**config.mk**
```make
export PLATFORM = sky130hd
export DESIGN_NAME = branch_sequencer
export DESIGN_NICKNAME = d
export VERILOG_FILES = /design/src/rtl/branch_pkg.sv /design/src/rtl/sat_counter16.sv /design/src/rtl/branch_sequencer.sv
export SDC_FILE = /design/constraint.sdc
export NUM_CORES = 1
export LEC_CHECK = 0
export CORE_MARGIN = 5
export CORE_UTILIZATION = 49
export CTS_BUF_LIST = sky130_fd_sc_hd__clkbuf_2 sky130_fd_sc_hd__clkbuf_4 sky130_fd_sc_hd__clkbuf_8
export DETAILED_ROUTE_END_ITERATION = 8
export GPL_ROUTABILITY_DRIVEN = 0
export PLACE_DENSITY = 0.95
export SLEW_MARGIN = 30
export SYNTH_ARGS = -nofsm -noshare
export SYNTH_HDL_FRONTEND = slang
export SYNTH_SLANG_ARGS = --single-unit
```
**constraint.sdc**
```tcl
create_clock -name clk -period 8.6 [get_ports clk]
set_input_delay 1.72 -clock clk [delete_from_list [all_inputs] [get_ports clk]]
set_output_delay 1.72 -clock clk [all_outputs]
set_load 0.01 [all_outputs]
```
**src/rtl/branch_pkg.sv**
```systemverilog
// Shared constants and types for the branch sequencer slice.
package branch_pkg;

    localparam int unsigned CNT_W       = 16;
    localparam int unsigned LINK_OFFSET = 4;

    localparam logic [1:0] OP_B    = 2'b00;
    localparam logic [1:0] OP_BL   = 2'b01;
    localparam logic [1:0] OP_BX   = 2'b10;
    localparam logic [1:0] OP_RSVD = 2'b11;

    typedef enum logic [1:0] {
        IDLE     = 2'd0,
        REDIRECT = 2'd1,
        FLUSH    = 2'd2
    } state_t;

endpackage

```
**src/rtl/sat_counter16.sv**
```systemverilog
// Saturating up-counter: increments on inc and sticks at all-ones.
module sat_counter16
    import branch_pkg::*;
(
    input  logic             clk,
    input  logic             rst,
    input  logic             inc,
    output logic [CNT_W-1:0] count
);

    // Count up on enable, holding at the maximum value instead of wrapping.
    always_ff @(posedge clk or posedge rst) begin
        if (rst) begin
            count <= '0;
        end else if (inc && (count != {CNT_W{1'b1}})) begin
            count <= count + CNT_W'(1);
        end
    end

endmodule

```
**src/rtl/branch_sequencer.sv**
```systemverilog
// Turns a resolved branch from EX into a registered fetch redirect, a fixed
// IF/ID kill window, a BL link write and taken/not-taken statistics.
module branch_sequencer
    import branch_pkg::*;
#(
    parameter int unsigned FLUSH_DEPTH = 2,
    parameter int unsigned ADDR_W      = 32
) (
    input  logic              clk,
    input  logic              rst,
    input  logic              br_valid,
    input  logic              br_taken,
    input  logic [1:0]        br_opcode,
    input  logic [ADDR_W-1:0] br_pc,
    input  logic [ADDR_W-1:0] br_target,
    input  logic [ADDR_W-1:0] br_reg_target,
    output logic              redirect_valid,
    output logic [ADDR_W-1:0] redirect_pc,
    input  logic              redirect_ready,
    output logic              flush_if,
    output logic              flush_id,
    output logic              busy,
    output logic              link_we,
    output logic [ADDR_W-1:0] link_data,
    output logic [CNT_W-1:0]  taken_cnt,
    output logic [CNT_W-1:0]  not_taken_cnt,
    output logic              proto_err
);

    state_t            state_q, state_d;
    logic [2:0]        flush_cnt_q, flush_cnt_d;
    logic [ADDR_W-1:0] target_sel;
    logic              take_br;
    logic              not_take_br;
    logic              bad_br;
    logic              is_bl;
    logic              handshake;

    // Only IDLE accepts branches; reserved opcodes and anything arriving while
    // busy are protocol errors and leave all statistics untouched.
    assign take_br     = (state_q == IDLE) && br_valid && br_taken && (br_opcode != OP_RSVD);
    assign not_take_br = (state_q == IDLE) && br_valid && !br_taken && (br_opcode != OP_RSVD);
    assign bad_br      = br_valid && ((state_q != IDLE) || (br_opcode == OP_RSVD));
    assign is_bl       = (br_opcode == OP_BL);
    assign handshake   = (state_q == REDIRECT) && redirect_valid && redirect_ready;

    // BX targets are halfword aligned by clearing bit 0.
    assign target_sel = (br_opcode == OP_BX) ? (br_reg_target & ~ADDR_W'(1)) : br_target;

    // Next-state logic for the redirect/flush sequence.
    always_comb begin
        state_d     = state_q;
        flush_cnt_d = flush_cnt_q;
        unique case (state_q)
            IDLE: begin
                if (take_br) begin
                    state_d = REDIRECT;
                end
            end
            REDIRECT: begin
                if (handshake) begin
                    if (FLUSH_DEPTH == 1) begin
                        state_d = IDLE;
                    end else begin
                        state_d     = FLUSH;
                        flush_cnt_d = 3'(FLUSH_DEPTH - 1);
                    end
                end
            end
            FLUSH: begin
                flush_cnt_d = flush_cnt_q - 3'd1;
                if (flush_cnt_q == 3'd1) begin
                    state_d = IDLE;
                end
            end
            default: begin
                state_d = IDLE;
            end
        endcase
    end

    // State and all outputs are flops; outputs are derived from next-state so
    // they line up with the state they describe.
    always_ff @(posedge clk or posedge rst) begin
        if (rst) begin
            state_q        <= IDLE;
            flush_cnt_q    <= 3'd0;
            redirect_valid <= 1'b0;
            redirect_pc    <= '0;
            flush_if       <= 1'b0;
            flush_id       <= 1'b0;
            busy           <= 1'b0;
            link_we        <= 1'b0;
            link_data      <= '0;
            proto_err      <= 1'b0;
        end else begin
            state_q        <= state_d;
            flush_cnt_q    <= flush_cnt_d;
            redirect_valid <= (state_d == REDIRECT);
            flush_if       <= (state_d != IDLE);
            flush_id       <= (state_d != IDLE);
            busy           <= (state_d != IDLE);
            link_we        <= take_br && is_bl;
            if (take_br) begin
                redirect_pc <= target_sel;
            end else if (handshake) begin
                redirect_pc <= '0;
            end
            if (take_br && is_bl) begin
                link_data <= br_pc + ADDR_W'(LINK_OFFSET);
            end
            if (bad_br) begin
                proto_err <= 1'b1;
            end
        end
    end

    sat_counter16 u_taken_cnt (
        .clk   (clk),
        .rst   (rst),
        .inc   (take_br),
        .count (taken_cnt)
    );

    sat_counter16 u_not_taken_cnt (
        .clk   (clk),
        .rst   (rst),
        .inc   (not_take_br),
        .count (not_taken_cnt)
    );

endmodule

```
==> results of run 1 <==
==> kinds of logic after synthesis <==
logic type,synth area share
AND/OR/NAND/NOR,0.230
AO/OA/AOI/OAI,0.147
multiplexers,0.0105
adder cells (fa/ha/maj),0.0120
flip-flops,0.503
XOR/XNOR,0.0621
buffers and inverters,0.0350
==> layer usage <==
layer	routed length (microns)	vias up	share of wire	global-route usage
met5	0	-	0	0
met3	1400	19	0.093	0.0658
met1	5720	2419	0.38	0.269
met2	7750	210	0.51	0.416
met4	180	0	0.012	0.0553
li1	-	2375	-	-
==> final cells by class <==
class | count | area (sq um)
repair buffers | 206 | 2050
multi-input cells | 391 | 2430
inverters | 11 | 43.8
well taps | 136 | 170
clock inverters | 7 | 98.8
clock buffers | 9 | 124
flip-flops and latches | 105 | 2630
fillers | 736 | 2830
==> power breakdown <==
| group | leakage, uW | internal (uW) | switching (uW) |
|---|---|---|---|
| logic | 0.00165 | 472 | 375 |
| registers | 0.00131 | 680 | 138 |
| clock network | 0.000111 | 167 | 175 |
==> cells in the final DEF (no fill, tap or decap), types with 3 or more instances in the layout <==
cell type	instances
ha_1	5
nand4_1	21
a31o_2	4
nand2_1	31
inv_6	3
xor2_1	20
a31oi_1	13
clkdlybuf4s50_1	202
xnor2_1	17
nor3_1	4
nand3_1	54
nand2b_1	3
mux2_2	4
buf_4	3
a21oi_1	19
nor2_1	36
nor2b_1	3
nor4b_1	3
o21ai_0	36
o211ai_1	5
or3_1	4
and3_1	11
nor4_1	13
o21a_1	3
clkbuf_8	9
dfrtp_1	105
o22ai_1	31
or4_1	10
inv_1	9
and4_1	10
o31ai_1	8
==> worst register-to-register path: stages (launching register included) <==
cell and delay [ns]:
dfrtp_1 0.48, a211o_1 0.39, nor4_1 0.84, nand4_1 0.21
mux2_2 0.31
==> state kept, by name, indices dropped and copies added, names as in the netlist <==
| signal | cells |
|---|---|
| flush_cnt_q | 3 |
| link_data | 32 |
| proto_err | 1 |
| redirect_valid | 1 |
| link_we | 1 |
| u_not_taken_cnt.count | 16 |
| busy | 1 |
| redirect_pc | 32 |
| u_taken_cnt.count | 16 |
| state_q | 2 |
==> path summary, 6_finish.rpt <==
| check | cells past startpoint | slack [ns] | from | endpoint |
|---|---|---|---|---|
| hold reg to reg | 1 | 0.48 | proto_err | proto_err |
| min in group asynchronous | 2 | 1.73 | rst | link_data[31] |
| hold / removal | 1 | 0.48 | proto_err | proto_err |
| setup / recovery | 5 | 4.86 | br_opcode[0] | u_not_taken_cnt.count[14] |
| setup reg to reg | 4 | 6.28 | state_q[0] | u_not_taken_cnt.count[14] |
| max in group asynchronous | 3 | 5.67 | rst | link_data[1] |
==> metrics by stage <==
stage	hold slack [ns]	setup slack (ns)	cell area, sq um	instances
floorplan	0.451	4.12	5220	537
global placement	0.442	3.90	7310	849
detailed placement	0.467	4.45	7310	849
CTS	0.489	4.84	7530	865
global route	0.517	4.79	7540	865
finish	0.481	4.86	7540	865
==> reports/metrics.cfg, run 1 <==
[clocking]
postCtsResizedCells = 0
clockBufferDepth = 2
root_buffer = clkbuf_8
htree_num_levels = 3
cts.clk_slew.worst_paths_ns = 0.10
post_cts_buffers = 0
cts_tree = built
cts_sinks = 105
hold_buffers = 0
insertion_delay_ns = 0.36
cts_buffers = 9

[timing]
hold_viol = 0
fin_skew_ns = 0.0144
drv_slew = 0
setup_tns_ns = 0
rsz0062_at_grt = false
setup-violations-final = 0
final.min_clock_period_ns = 3.74
tightest_slew_ns = 0.943
fmax_mhz = 267
slew_headroom = 0.366
min_period_over_period = 0.435

[global_routing]
overflow = 0
grtUsageTotal = 0.230
antenna_found_initial = 0
grt_max_degree = 66
grt_pass1_vias = 5056
grt_pass1_wl_microns = 24400

[synth]
ys_top_cells_by_area = dfrtp_1, nand3_1, o22ai_1, o21ai_0, xor2_1
synth_top_cell_area_share = 0.503
yosysMostFrequentCell = dfrtp_1
async_flop_share = 1.00
syn_inst = 537
synth_edf_count = 0
synth_seq_area_share = 0.503
yosys_register_bits = 105
ys.flop_type = dfrtp_1
syn_nets = 645
syn_avg_cell_area_sq_um = 9.72
syn_area_sq_mm = 0.00522
synth_largest_area_cell = dfrtp_1
yosys_warnings = 0
synth_commonest_cells = dfrtp_1, nand3_1, nor2_1, o21ai_0, nand2_1
yosysUniqueCellTypes = 50

[worst_setup_path]
crit_fanout = 6
crit_type = in -> reg
worstPathArrival_ns = 4.00
worst-path-buf-inv = 1
start_kind = input pin
cpLargestDelayFamily = simple AND/OR/NAND/NOR gates
cp_slowest_cell = nor4_1
cp_cell_sequence = clkdlybuf4s50_1 > a211o_1 > nor4_1 > nand4_1 > mux2_2
critPathRequiredTime_ns = 8.86
cp_slowest_stage_delay_ns = 0.84
cp-end-kind = register

[route]
postRouteAntennaNets = 0
via_count = 5023
drt_iter0_markers = 346
wl_microns = 15000
wire_per_inst_microns = 17.4
drc = 0
first_pass_iters = 5
via_per_inst = 5.81

[power]
p_total_uw = 2010
leakage_uw = 0.00307
p_per_area_mw_per_mm2 = 266
ir_drop_mv = 0.147

[layout]
postLayoutCoreUtil = 0.727
nNetsFinal = 832
area_delta_synth_final_pct = 44.4
drive_gt1_frac = 0.0535
n_antenna_cell = 0

[die]
core_area_sq_mm = 0.0104
ios = 205
die_w_microns = 113
dieArea_sq_mm = 0.0128
die_h_microns = 113
rows = 37
initial_core_util = 0.503

[placed_design]
port_buffers = 203
dp_hpwl_microns = 11600

[flow_run]
cap_violations = 0

[worst_hold_path]
holdCritPathClass = reg -> reg

[outcome]
status = finished, final reports clean

Note: power is estimated with default switching activity, not from simulation.
==> inputs of run 2 (changes only) <==
--- a/config.mk
+++ b/config.mk
@@ -6,11 +6,11 @@
 export NUM_CORES = 1
 export LEC_CHECK = 0
 export CORE_MARGIN = 5
-export CORE_UTILIZATION = 49
+export CORE_UTILIZATION = 45
 export CTS_BUF_LIST = sky130_fd_sc_hd__clkbuf_2 sky130_fd_sc_hd__clkbuf_4 sky130_fd_sc_hd__clkbuf_8
 export DETAILED_ROUTE_END_ITERATION = 8
 export GPL_ROUTABILITY_DRIVEN = 0
-export PLACE_DENSITY = 0.95
+export PLACE_DENSITY = 0.93
 export SLEW_MARGIN = 30
 export SYNTH_ARGS = -nofsm -noshare
 export SYNTH_HDL_FRONTEND = slang
==> constraint.sdc (replaced) <==
create_clock -name clk -period 3.92 [get_ports clk]
set_input_delay 0.784 -clock clk [delete_from_list [all_inputs] [get_ports clk]]
set_output_delay 0.784 -clock clk [all_outputs]
set_load 0.01 [all_outputs]
==> run 2 against run 1 <==
  * Clock-buffer cell count is 4 higher
  * Clock power is 120% higher
  * Cell count is 1.2% higher
  * First-iteration DRC count is 12% lower
  * Register-to-register slack worse by 4.6 ns
  * Via count is 0.72% higher
  * Worst setup slack worse by 3.8 ns
  * Global-route usage is 1.3 points lower
  * Critical path depth is 2 higher
  * Total power is 120% higher
  * Largest power group unchanged
==> reports/metrics.cfg, run 2 (synthesized netlist as in run 1, its figures left out) <==
[outcome]
status = finished, final reports clean

[placed_design]
dp_hpwl_microns = 11700
port_buffers = 203

[layout]
nNetsFinal = 835
layout_common_cells = clkdlybuf4s50_1, dfrtp_1, nand3_1
multi_input_area_sq_mm = 0.00243
fill_cells = 882
largestRegisters = link_data (32), redirect_pc (32)
register_area_sq_mm = 0.00263
area_delta_synth_final_pct = 45.3
layout_commonest_cell = clkdlybuf4s50_1
drive_gt1_frac = 0.0574
n_antenna_cell = 0

[worst_setup_path]
cp_slowest_cell = clkdlybuf4s50_1
critPathRequiredTime_ns = 4.15
worstPathArrival_ns = 3.10
crit_type = in -> reg
cp_cell_sequence = clkdlybuf4s50_1 > and3b_1 > nand3_1 > clkinv_1 > buf_12 > nor2_1 > a21oi_1
cp-end-kind = register
cp_slowest_stage_delay_ns = 0.61
start_kind = input pin
crit_fanout = 37

[clocking]
cts.clk_slew.worst_paths_ns = 0.09
root_buffer = clkbuf_8
insertion_delay_ns = 0.35
postCtsResizedCells = 0
cts_sinks = 105
cts_buffers = 9
post_cts_buffers = 0
hold_buffers = 0
htree_num_levels = 3
clockBufferDepth = 2
cts_tree = built

[timing]
final.min_clock_period_ns = 2.87
min_period_over_period = 0.732
tightest_slew_ns = 0.836
fin_skew_ns = 0.0179
drv_slew = 0
setup_tns_ns = 0
fmax_mhz = 349
setup-violations-final = 0
slew_headroom = 0.438
rsz0062_at_grt = false
hold_viol = 0
whs_ns = 0.488

[power]
switching_share = 0.335
combPwrFrac = 0.425
internal_power_uw = 2920
ir_drop_mv = 0.327
p_per_area_mw_per_mm2 = 579
p_seq_frac = 0.407
leakage_uw = 0.00308
pwr-share-clk = 0.168
p_sw_uw = 1470

[die]
core_area_sq_mm = 0.0114
rows = 39
die_w_microns = 118
ios = 205
initial_core_util = 0.457
dieArea_sq_mm = 0.0139
die_h_microns = 118

[route]
via_count = 5059
wl_microns = 15200
first_pass_iters = 5
wire_per_inst_microns = 17.4
via_per_inst = 5.78
drt_iter0_markers = 305
drc = 0
postRouteAntennaNets = 0

[global_routing]
grtUsageTotal = 0.217
antenna_found_initial = 0
grt_max_degree = 66
overflow = 0
grt_pass1_vias = 5126
grt_pass1_wl_microns = 25700

[worst_hold_path]
holdCritPathClass = reg -> reg

[flow_run]
cap_violations = 0

==> run 2: cell type report <==
cell class,count,share of cell area
sequential,105,0.346
tap,143,0.0236
clock buffer,13,0.0203
clock inverter,3,0.00858
inverter,11,0.00577
multi-input combinational,391,0.320
timing repair buffer,209,0.275
==> run 2: layer usage <==
layer	GRT usage	vias up	routed length [microns]
met2	0.379	249	7560
met3	0.0682	24	1410
met5	0	-	0
met4	0.0487	0	193
met1	0.263	2403	6060
li1	-	2383	-
==> run 2: path summary, 6_finish.rpt <==
path,startpoint,to,slack [ns],cells past startpoint
setup / recovery,br_opcode[1],link_data[17],1.05,7
hold / removal,link_data[30],link_data[30],0.49,2
setup reg to reg,state_q[0],link_data[17],1.71,6
hold reg to reg,link_data[30],link_data[30],0.49,2
max in group asynchronous,rst,state_q[0],2.23,3
min in group asynchronous,rst,link_data[18],0.87,2
==> run 2: worst max-delay path, delay by kind of cell <==
| family | cells | cell delay [ns] |
|---|---|---|
| AO/OA/AOI/OAI | 1 | 0.07 |
| AND/OR/NAND/NOR | 3 | 0.63 |
| buffers and inverters | 3 | 1.61 |
==> run 2: stage by stage <==
stage	area (sq um)	total power (uW)	worst slack [ns]	util	instances
after CTS	7580	4430	1.10	0.664	875
after global routing	7590	4680	0.946	0.664	875
after floorplan	5220	2530	0.375	-	537
after global placement	7350	3580	0.751	0.644	859
final	7590	4390	1.05	0.664	875
after detailed placement	7360	3680	0.724	0.644	859
==> run 2: power groups by stage <==
stage / sequential, uW / combinational, uW / clock [uW]
floorplan: 1930 / 600 / 0
global placement: 1780 / 1800 / 0
detailed placement: 1800 / 1880 / 0
CTS: 1790 / 1890 / 754
global route: 1850 / 2030 / 803
finish: 1790 / 1870 / 736
==> inputs of run 3 (changes only) <==
==> constraint.sdc (replaced) <==
create_clock -name clk -period 2.7 [get_ports clk]
set_input_delay 0.54 -clock clk [delete_from_list [all_inputs] [get_ports clk]]
set_output_delay 0.54 -clock clk [all_outputs]
set_load 0.01 [all_outputs]
==> run 3 against run 2 <==
  * Sequential share of layout area down 0.74 points
  * First-iteration DRC count shrank 13%
  * Worst setup slack worse by 0.69 ns
  * Clock skew shrank 0.0074 ns
  * Via count barely moved
  * Critical path depth decreased by 1
  * Register-to-register slack worse by 1.0 ns
  * Routed wire length fell by 1.2%
  * Sequential cell count unchanged
  * Core utilization increased by 1.5 points
  * Combinational power rose by 45%
  * Critical endpoint is now link_data[24]
  * Design area increased by 2.2%
==> reports/metrics.cfg, run 3 (synthesized netlist as in run 1, its figures left out) <==
[global_routing]
grt_pass1_vias = 5152
overflow = 0
grtUsageTotal = 0.215
grt_pass1_wl_microns = 25200
antenna_found_initial = 0
grt_max_degree = 106

[clocking]
htree_num_levels = 3
post_cts_buffers = 0
cts_tree = built
cts_sinks = 105
hold_buffers = 0
insertion_delay_ns = 0.36
cts.clk_slew.worst_paths_ns = 0.10
cts_buffers = 9
clockBufferDepth = 2
root_buffer = clkbuf_8
postCtsResizedCells = 0

[layout]
layout_common_cells = clkdlybuf4s50_1, dfrtp_1, nand3_1
layout_commonest_cell = clkdlybuf4s50_1
area_delta_synth_final_pct = 48.5
nNetsFinal = 856
final_area_sq_mm = 0.00775
drive_gt1_frac = 0.0797
largestRegisters = link_data (32), redirect_pc (32)
fill_cells = 851
postLayoutCoreUtil = 0.679
n_antenna_cell = 0

[power]
ir_drop_mv = 0.522
p_per_area_mw_per_mm2 = 825
leakage_uw = 0.00318

[die]
core_area_sq_mm = 0.0114
rows = 39
die_w_microns = 118
initial_core_util = 0.457
ios = 205
dieArea_sq_mm = 0.0139
die_h_microns = 118

[timing]
slew_headroom = 0.635
tightest_slew_ns = 0.547
fin_skew_ns = 0.0105
rsz0062_at_grt = false
drv_slew = 0
min_period_over_period = 0.866
fmax_mhz = 428
setup-violations-final = 0
hold_viol = 0
final.min_clock_period_ns = 2.34

[route]
via_per_inst = 5.65
drt_iter0_markers = 265
via_count = 5060
postRouteAntennaNets = 0
wire_per_inst_microns = 16.8
first_pass_iters = 5
wl_microns = 15000
drc = 0

[placed_design]
dp_hpwl_microns = 11600
place_area_sq_mm = 0.00752
port_buffers = 203

[outcome]
status = finished, final reports clean

[worst_setup_path]
worstPathArrival_ns = 2.61
cp-end-kind = register
critPathRequiredTime_ns = 2.97
worst-path-buf-inv = 1
cp_slowest_cell = or4_1
cpLargestDelayFamily = simple AND/OR/NAND/NOR gates
cp_cell_sequence = clkdlybuf4s50_1 > ha_1 > nand3_1 > or3_1 > or4_1 > a31oi_1
crit_type = in -> reg
crit_fanout = 9
cp_slowest_stage_delay_ns = 0.53
start_kind = input pin
reg2reg_slack_ns = 0.70

[worst_hold_path]
holdCritPathClass = reg -> reg

[flow_run]
cap_violations = 0

==> run 3: changes by cell type in the layout (fill, tap and decap cells not counted), sizes merged <==
cell	delta
clkinvlp	+2
inv	-1
clkbuf	-1
buf	+21
==> run 3: worst register-to-register path, delay by kind of cell, from the launching register on <==
family / cells / cell delay (ns)
flops: 1 / 0.49
compound gates: 1 / 0.45
xor+xnor: 1 / 0.21
simple gates: 2 / 0.78
==> run 3: routing by layer <==
layer	track usage	vias to the layer above	part of all wire
li1	-	2420	-
met1	0.259	2420	0.40
met2	0.374	205	0.51
met3	0.0711	15	0.086
met4	0.0495	0	0.0082
met5	0	-	0
==> run 3: final timing paths <==
path	cells past startpoint	from	end
worst min register to register	1	flush_cnt_q[2]	flush_cnt_q[2]
worst max register to register	4	state_q[0]	u_not_taken_cnt.count[15]
min in group asynchronous	3	rst	u_taken_cnt.count[13]
worst max-delay path	6	br_pc[2]	link_data[24]
worst min-delay path	1	flush_cnt_q[2]	flush_cnt_q[2]
max in group asynchronous	3	rst	u_not_taken_cnt.count[0]
==> run 3: through the flow <==
stage | instances | TNS [ns] | power, uW | hold slack (ns) | setup slack, ns
finish | 896 | 0 | 6390 | 0.478 | 0.361
global route | 896 | 0 | 6850 | 0.489 | 0.295
detailed placement | 880 | -0.0339 | 5350 | 0.466 | -0.0339
floorplan | 537 | 0 | 3680 | 0.451 | 0.553
CTS | 896 | 0 | 6460 | 0.483 | 0.375
global placement | 880 | 0 | 5210 | 0.441 | 0.0891
==> run 3: power by group <==
part	switching, uW	total (uW)	internal [uW]
Clock	527	1100	571
Combinational	1190	2720	1530
Sequential	416	2580	2170
Total	2130	6390	4260
==> run 3: final cells by class <==
type,count,area [sq um],share of cell area
clock buffer,12,153,0.0197
clock inverter,4,76.3,0.00985
inverter,11,45.0,0.00581
multi-input combinational,391,2410,0.311
sequential,105,2630,0.339
tap,143,179,0.0231
timing repair buffer,230,2260,0.291
